$ cat config.mk
export PLATFORM = sky130hd
export DESIGN_NAME = watch_time_flat
export DESIGN_NICKNAME = d
export VERILOG_FILES = /design/src/rtl/watch_time_if.sv /design/src/rtl/watch_time.sv /design/src/flat_wrapper.sv
export SDC_FILE = /design/constraint.sdc
export NUM_CORES = 1
export LEC_CHECK = 0
export BUFFER_PORTS_ARGS = -buffer_cell sky130_fd_sc_hd__buf_4
export CORE_AREA = 2 2 117 74
export CTS_BUF_LIST = sky130_fd_sc_hd__clkbuf_8
export CTS_CLUSTER_SIZE = 20
export DETAILED_ROUTE_END_ITERATION = 6
export DIE_AREA = 0 0 119 76
export PLACE_DENSITY = 0.86
export SYNTH_ARGS = -nofsm -noshare
export SYNTH_HDL_FRONTEND = slang
export SYNTH_SLANG_ARGS = --single-unit
$ cat constraint.sdc
create_clock -name clk -period 4.52 [get_ports clk]
set_input_delay 0.678 -clock clk [delete_from_list [all_inputs] [get_ports clk]]
set_output_delay 0.678 -clock clk [all_outputs]
set_load 0.1 [all_outputs]
$ cat src/rtl/watch_time_if.sv
// Time load/readout bundle shared by the setting block (master) and the
// timekeeping core (slave).
interface watch_time_if;
    logic        en_time;
    logic [47:0] bin_time;
    logic [7:0]  year;
    logic [7:0]  month;
    logic [7:0]  day;
    logic [7:0]  hour;
    logic [7:0]  minute;
    logic [7:0]  second;
    logic        sec_pulse;
    logic        load_err;

    modport master (
        output en_time, bin_time,
        input  year, month, day, hour, minute, second, sec_pulse, load_err
    );

    modport slave (
        input  en_time, bin_time,
        output year, month, day, hour, minute, second, sec_pulse, load_err
    );
endinterface

$ cat src/rtl/watch_time.sv
// Calendar timekeeping core: second..year counter advanced by a prescaled
// tick, with validated parallel load from the setting block.
module watch_time #(
    parameter int unsigned TICK_DIV = 50_000_000
) (
    input  logic          clk,
    input  logic          rst,
    watch_time_if.slave   bus
);
    localparam int unsigned PW     = (TICK_DIV > 2) ? $clog2(TICK_DIV) : 1;
    localparam logic [PW-1:0] P_LAST = PW'(TICK_DIV - 1);

    logic [PW-1:0] presc;
    logic [7:0]    year, month, day, hour, minute, second;
    logic          sec_pulse, load_err;

    logic          tick;
    logic          c_sec, c_min, c_hour, c_day, c_month;
    logic [7:0]    sec_n, min_n, hour_n, day_n, month_n, year_n;
    logic [7:0]    ld_year, ld_month, ld_day, ld_hour, ld_min, ld_sec;
    logic          ld_valid;

    function automatic logic [7:0] mdays(input logic [7:0] m, input logic [7:0] y);
        logic [7:0] r;
        case (m)
            8'd2:                      r = (y[1:0] == 2'd0) ? 8'd29 : 8'd28;
            8'd4, 8'd6, 8'd9, 8'd11:   r = 8'd30;
            default:                   r = 8'd31;
        endcase
        return r;
    endfunction

    // Load image decode and range validation.
    always_comb begin
        ld_sec   = bus.bin_time[7:0];
        ld_min   = bus.bin_time[15:8];
        ld_hour  = bus.bin_time[23:16];
        ld_day   = bus.bin_time[31:24];
        ld_month = bus.bin_time[39:32];
        ld_year  = bus.bin_time[47:40];
        ld_valid = (ld_year <= 8'd99)
                && (ld_month >= 8'd1) && (ld_month <= 8'd12)
                && (ld_day >= 8'd1) && (ld_day <= mdays(ld_month, ld_year))
                && (ld_hour <= 8'd23) && (ld_min <= 8'd59) && (ld_sec <= 8'd59);
    end

    // Single-cycle carry cascade, second through year.
    always_comb begin
        tick    = (presc == P_LAST);
        c_sec   = (second == 8'd59);
        c_min   = c_sec && (minute == 8'd59);
        c_hour  = c_min && (hour == 8'd23);
        c_day   = c_hour && (day == mdays(month, year));
        c_month = c_day && (month == 8'd12);

        sec_n   = c_sec ? 8'd0 : second + 8'd1;
        min_n   = c_sec ? ((minute == 8'd59) ? 8'd0 : minute + 8'd1) : minute;
        hour_n  = c_min ? ((hour == 8'd23) ? 8'd0 : hour + 8'd1) : hour;
        day_n   = c_hour ? (c_day ? 8'd1 : day + 8'd1) : day;
        month_n = c_day ? (c_month ? 8'd1 : month + 8'd1) : month;
        year_n  = c_month ? ((year == 8'd99) ? 8'd0 : year + 8'd1) : year;
    end

    always_ff @(posedge clk) begin
        if (rst) begin
            presc     <= '0;
            year      <= 8'd0;
            month     <= 8'd1;
            day       <= 8'd1;
            hour      <= 8'd0;
            minute    <= 8'd0;
            second    <= 8'd0;
            sec_pulse <= 1'b0;
            load_err  <= 1'b0;
        end else if (bus.en_time) begin
            // Loads freeze the prescaler and swallow any coincident tick.
            presc     <= '0;
            sec_pulse <= 1'b0;
            load_err  <= ~ld_valid;
            if (ld_valid) begin
                year   <= ld_year;
                month  <= ld_month;
                day    <= ld_day;
                hour   <= ld_hour;
                minute <= ld_min;
                second <= ld_sec;
            end
        end else begin
            load_err  <= 1'b0;
            sec_pulse <= tick;
            if (tick) begin
                presc  <= '0;
                year   <= year_n;
                month  <= month_n;
                day    <= day_n;
                hour   <= hour_n;
                minute <= min_n;
                second <= sec_n;
            end else begin
                presc  <= presc + PW'(1);
            end
        end
    end

    assign bus.year      = year;
    assign bus.month     = month;
    assign bus.day       = day;
    assign bus.hour      = hour;
    assign bus.minute    = minute;
    assign bus.second    = second;
    assign bus.sec_pulse = sec_pulse;
    assign bus.load_err  = load_err;
endmodule

$ cat src/flat_wrapper.sv
// flat-port wrapper written by rule: the top's interface ports become plain ports
module watch_time_flat 
#(
    parameter int unsigned TICK_DIV = 50_000_000
)
  (clk, rst, bus_en_time, bus_bin_time, bus_year, bus_month, bus_day, bus_hour, bus_minute, bus_second, bus_sec_pulse, bus_load_err);
  watch_time_if bus_i ();
  input  logic clk;
  input  logic rst;
  input wire logic [$bits(bus_i.en_time)-1:0] bus_en_time;
  input wire logic [$bits(bus_i.bin_time)-1:0] bus_bin_time;
  output wire logic [$bits(bus_i.year)-1:0] bus_year;
  output wire logic [$bits(bus_i.month)-1:0] bus_month;
  output wire logic [$bits(bus_i.day)-1:0] bus_day;
  output wire logic [$bits(bus_i.hour)-1:0] bus_hour;
  output wire logic [$bits(bus_i.minute)-1:0] bus_minute;
  output wire logic [$bits(bus_i.second)-1:0] bus_second;
  output wire logic [$bits(bus_i.sec_pulse)-1:0] bus_sec_pulse;
  output wire logic [$bits(bus_i.load_err)-1:0] bus_load_err;
  assign bus_i.en_time = bus_en_time;
  assign bus_i.bin_time = bus_bin_time;
  assign bus_year = bus_i.year;
  assign bus_month = bus_i.month;
  assign bus_day = bus_i.day;
  assign bus_hour = bus_i.hour;
  assign bus_minute = bus_i.minute;
  assign bus_second = bus_i.second;
  assign bus_sec_pulse = bus_i.sec_pulse;
  assign bus_load_err = bus_i.load_err;
  watch_time #(.TICK_DIV(TICK_DIV)) u_core (.clk(clk), .rst(rst), .bus(bus_i));
endmodule
======== Yosys cells after proc, flatten, opt, wreduce, memory -nomap -nowiden ========
Index checks and enable logic that the tools add are counted.
Widths: inputs -> output; s select.
word-level totals
  flip-flop bits (word level) ............. 76
  output and inout bits ................... 50
  input bits .............................. 51
  logic and storage cells ................. 107
cells by class
  bitwise gates (word level) .............. 2
  $add $sub $neg .......................... 7
  reductions and logical operators ........ 30
  equality and inequality tests ........... 18
  muxes and demuxes ....................... 33
  order comparisons ....................... 8
operator list
  kind                   count
  $mux 8                 29
  $add 8x1->8 const B    6
  $eq 8x4->1 const B     5
  $eq 8x3->1 const B     4
  $pmux 8 s2             2
  $add 26x1->26 const B  1
  $eq 26x26->1 const B   1
  $eq 8x2->1 const B     2
  $eq 8x6->1 const B     2
  $ge 8x1->1 const B     2
  $le 8x6->1 const B     2
  $reduce_and 3->1       5
  $reduce_bool 2->1      6
  $logic_and 1x1->1      11
  $eq 8x5->1 const B     1
  $eq 8x7->1 const B     1
  $eq 8x8->1             1
  $le 8x4->1 const B     1
  $le 8x5->1 const B     1
  $le 8x7->1 const B     1
  $le 8x8->1             1
  $reduce_or 4->1        2
  $logic_not 2->1        2
  $reduce_or 2->1        2
  other kinds (5)        7

======== Depth between registers and ports, before layout ========
  depth after elaboration ................. 10
  gate-level depth with buffers ........... 12
  depth with buffers taken out ............ 11

======== Worst setup path after synthesis ========
OpenSTA, ideal clock, no wires.
  path kind ............................... flip-flop to flip-flop
  start point ............................. register u_core.month[1] (netlist: u_core.bus.month[1])
  end point ............................... register u_core.year[0] (netlist: u_core.bus.year[0])
  arrival ................................. 3,070 ps
  buffers on the path ..................... 0
  cell stages (with the launch flop) ...... 8
  setup slack ............................. 1,314 ps
  data required time ...................... 4,384 ps
  clock period less this slack ............ 3,206 ps
  library setup time ...................... 136 ps
  cell sequence ........................... dfxtp_1 ha_1 inv_1 or4b_4 a2111oi_4 nand4b_1 a222oi_1 a311oi_1
between the ends
  word-level cells in the longest chain between the ends .. 8
  elaborated cells between the ends (all ways) .. 13
  those cells by class .................... 7 x eq/ne; 1 x mux; 5 x reduce/logical
RTL lines
  element                                          RTL line          RTL
  start, declared                                  watch_time.sv:14  logic [7:0] year, month, day, hour, minute, second;
  start signal, assigned                           watch_time.sv:82  month <= ld_month;
  start signal, assigned                           watch_time.sv:94  month <= month_n;
  $eq 8x3->1 / $eq 8x4->1 (equally long branches)  watch_time.sv:25  case (m)
  $reduce_or 4->1                                  watch_time.sv:25
  $pmux 8 s2                                       watch_time.sv:25
  $eq 8x8->1                                       watch_time.sv:53  c_day = c_hour && (day == mdays(month, year));
  $logic_and 1x1->1                                watch_time.sv:53
  $logic_and 1x1->1 *                              watch_time.sv:54  c_month = c_day && (month == 8'd12);
  $reduce_bool 2->1 (no line) *                    --
  $reduce_and 3->1 (no line) *                     --
  end signal, assigned                             watch_time.sv:81  year <= ld_year;
  end signal, assigned                             watch_time.sv:93  year <= year_n;
  end, declared                                    watch_time.sv:14
Mark *: on every way between the ends. The rest lies on a longest branch, timed or not.
A chain may end at the register's enable or synchronous reset.

======== Worst setup path after layout ========
  start point ............................. input port bus_bin_time[38]
  end point ............................... register u_core.day[7] (netlist: u_core.bus.day[7])
between the ends
  word-level cells in the longest chain between the ends .. 10
  elaborated cells between the ends (all ways) .. 19
  those cells by class .................... 3 x order compare; 6 x eq/ne; 1 x mux; 9 x reduce/logical
RTL lines
  element                                                      RTL line                            RTL
  start, declared                                              flat_wrapper.sv:11                  input wire logic [$bits(bus_i.bin_time)-1:0] bus_bin_time;
  $eq 8x3->1 (tied with other cells)                           watch_time.sv:25
  $reduce_or 4->1 / $logic_and 1x1->1 (equally long branches)  watch_time.sv:25, watch_time.sv:42
  $pmux 8 s2 / $logic_and 1x1->1 (equally long branches)       watch_time.sv:25, watch_time.sv:42
  $le 8x8->1 / $logic_and 1x1->1 (equally long branches)       watch_time.sv:43                    && (ld_day >= 8'd1) && (ld_day <= mdays(ld_month, ld_year))
  $logic_and 1x1->1 *                                          watch_time.sv:43
  $logic_and 1x1->1 * (3 in series)                            watch_time.sv:44                    && (ld_hour <= 8'd23) && (ld_min <= 8'd59) && (ld_sec <= 8'd59);
  $ne 2x1->1 (no line) *                                       --
  $reduce_and 3->1 (no line) *                                 --
  end signal, assigned                                         watch_time.sv:83                    day <= ld_day;
  end signal, assigned                                         watch_time.sv:95                    day <= day_n;
  end, declared                                                watch_time.sv:14
Marked as above.

==> flow_summary_export.csv <==
group,metric,value,unit
pwr,p_leak,0.00214,uW
yosys,synthFlopType,"dfxtp_1",
global_route,grt_max_degree,79,
yosys,synthCells,594,
pwr,pwr-share-comb,0.086,
clocking,cts_buffers,9,
drt,via_per_inst,6.53,
cells_and_area,drive_gt1_frac,0.206,
global_route,grt.overflow.total,0,
sta,post-route-period-util,0.793,
yosys,synthArstFlopShare,0,
clocking,cts_tree,"built",
pwr,internal_power,1030,uW
sta,fmax,279,MHz
sta,slew_headroom,0.330,
pwr,p_sw,339,uW
drt,wl_per_cell,17.9,um
floorplan,die_area,9040,um^2
pwr,irDropWorstVdd,0.167,mV
yosys,synth_top_family_by_area,"simple AND/OR/NAND/NOR gates",
pwr,power.density,240,nW/um^2
critical_path,regToRegEndpoint,"u_core.bus.day[7]",
global_route,track_usage,0.309,
critical_path,r2r-start,"u_core.bus.month[4]",
clocking,clock_sinks,76,
yosys,synth_top_area_frac,0.324,
clocking,clock_path_buffers,2,
place,gp_congestion,0.947,
clocking,hold_buffers,0,
yosys,yosysSeqAreaShare,0.324,
hold_path,hold_class,"reg2reg",
floorplan,row_count,26,
drt,ant_nets,0,
yosys,synth_edf_count,0,
yosys,yosysUniqueCellTypes,77,
critical_path,cp-start-kind,"primary input",
place,post-dp-hpwl,10200,um
yosys,yosysTopAreaCell,"dfxtp_1",
outcome,status,"complete, no violations",
yosys,syn_nets,658,
floorplan,die_w,119,um
yosys,synthAdderAreaFrac,0.0346,
hold_path,min_path_cells,1,
clocking,h-tree-depth,3,
place,port_buffers,100,
clocking,clock_latency,0.37,ns
sta,drv_slew,0,
drt,first_iter_violations,732,
cells_and_area,syn_to_final_growth,21.1,%
yosys,yosys_warnings,0,
yosys,yosys.cell_count.top_type,"nor2_1",
pwr,power.share.clock,0.424,
critical_path,cp.required,4.81,ns
floorplan,initial_core_util,0.580,
pwr,pwr-share-seq,0.491,
critical_path,rr_worst_depth,6,
sta,finalHoldWorstSlack,0.439,ns
sta,clock_skew,0.0119,ns
yosys,syn_area,4700,um^2
yosys,avgSynthCellArea,7.92,um^2
sta,tightest_slew,1.01,ns
job,drv_cap,0,
global_route,grt_pass1_wl,23100,um
pwr,swShare,0.248,
clocking,post-cts-setup-buffer-count,0,
clocking,cts.clk_slew.worst_paths,0.08,ns
hold_path,whs_endpoint,"u_core.presc[0]",
floorplan,ios,101,
yosys,synth_compound_area_frac,0.228,
sta,rsz0062_at_grt,"no",
hold_path,hold_start,"u_core.presc[0]",
sta,setup_tns,0,ns
critical_path,rrSetupSlack,1.08,ns
global_route,antenna_found_initial,0,
floorplan,die_h,76,um
cells_and_area,fin_nets,744,
yosys,synthXorXnorAreaFrac,0.0466,
clocking,ctsResizeCount,0,
critical_path,crit_arrival,3.87,ns
global_route,grt_pass1_vias,4684,
floorplan,core,8100,um^2
yosys,synth_common_cells,"nor2_1, dfxtp_1, nand2_1, a21oi_1, nand3_1",
yosys,synth_mux_area_frac,0.0154,
sta,fin_crit,3.59,ns
drt,wl,14200,um
critical_path,crit_type,"in2reg",
sta,hold_violations,0,
drt,first_pass_iters,7,
yosys,synth-simple-area-share,0.310,
drt,vias,5205,
drt,drc_errors,0,
yosys,synth-seq-cells,76,
critical_path,end_kind,"register",
critical_path,crit_fanout,13,
sta,setup_viol,0,
cells_and_area,insertedDiodeCount,0,
clocking,clockRootBuffer,"clkbuf_8",
yosys,netlist_top_cells_area,"dfxtp_1, nor2_1, a21oi_1",
cells in the final DEF (no fill, tap or decap), drive strengths merged, types with 6 or more instances in the layout:
cell type,n
o21ai,24
a211oi,6
nor3,21
or2,8
a32oi,6
xor2,13
dfxtp,76
nand4,14
a22oi,13
xnor2,12
and3,19
nand3,31
inv,18
o32ai,6
clkbuf,9
nand2b,11
nand2,40
and2,8
nor4,9
a221oi,6
buf,102
nor2,77
ha,13
a21oi,38
kinds of logic after synthesis:
| kind of cell | count (synthesis) |
|---|---|
| fa+ha+maj | 13 |
| flops | 76 |
| simple gates | 276 |
| mux | 7 |
| compound gates | 152 |
| xor+xnor | 25 |
| buf+inv | 45 |
critical path, stage by stage:
cell and delay (ns):
buf_4 0.11, nor4_1 0.47, and4b_1 0.29, ha_1 0.24, a21o_1 0.18, a311oi_1 0.54, a22oi_1 0.47, or4b_2 0.73
a21oi_1 0.17
power groups by stage:
| stage | clock, uW | combinational [uW] | sequential (uW) |
|---|---|---|---|
| 3_5_place_dp | 0 | 113 | 687 |
| 2_1_floorplan | 0 | 55.5 | 690 |
| 5_1_grt | 617 | 125 | 671 |
| 6_report | 579 | 117 | 671 |
| 3_3_place_gp | 0 | 110 | 687 |
| 4_1_cts | 580 | 114 | 671 |
metrics by stage:
step / instances / area [um^2] / power [uW] / setup WS [ns] / util
finish: 797 / 5690 / 1370 / 0.935 / 0.703
global route: 797 / 5690 / 1410 / 0.743 / 0.703
CTS: 797 / 5690 / 1360 / 0.995 / 0.703
detailed placement: 781 / 5480 / 800 / 0.631 / 0.676
global placement: 781 / 5480 / 797 / 0.745 / 0.676
floorplan: 594 / 4700 / 746 / 1.31 / -
worst max-delay path by stage:
stage | start | to | slack (ns) | cells past startpoint
2_1_floorplan | u_core.bus.month[1] | u_core.bus.year[0] | 1.31 | 7
3_3_place_gp | bus_bin_time[38] | u_core.bus.day[6] | 0.75 | 9
3_5_place_dp | bus_bin_time[38] | u_core.bus.day[7] | 0.63 | 9
4_1_cts | bus_bin_time[38] | u_core.bus.day[7] | 1.0 | 9
5_1_grt | bus_bin_time[38] | u_core.bus.day[6] | 0.74 | 9
6_report | bus_bin_time[38] | u_core.bus.day[7] | 0.93 | 9
final cells by class:
type / instances / area, um^2
Inverter: 18 / 67.6
Tap cell: 112 / 140
Clock buffer: 9 / 124
Multi-Input combinational cell: 473 / 2980
Timing Repair Buffer: 102 / 766
Clock inverter: 7 / 91.3
Fill cell: 651 / 2410
Sequential cell: 76 / 1520
per-layer routing:
| metal | global-route usage | routed length [um] |
|---|---|---|
| met1 | 0.451 | 6150 |
| met5 | 0 | 0 |
| met4 | 0.0845 | 309 |
| met2 | 0.462 | 6170 |
| met3 | 0.0666 | 1610 |
state kept, by name, summed over array words and instances (netlist names):
signal,count
u_core.bus.sec_pulse,1
u_core.bus.load_err,1
u_core.presc,26
u_core.bus.month,8
u_core.bus.day,8
u_core.bus.second,8
u_core.bus.minute,8
u_core.bus.hour,8
u_core.bus.year,8
Power figures use the tool's default switching activity.
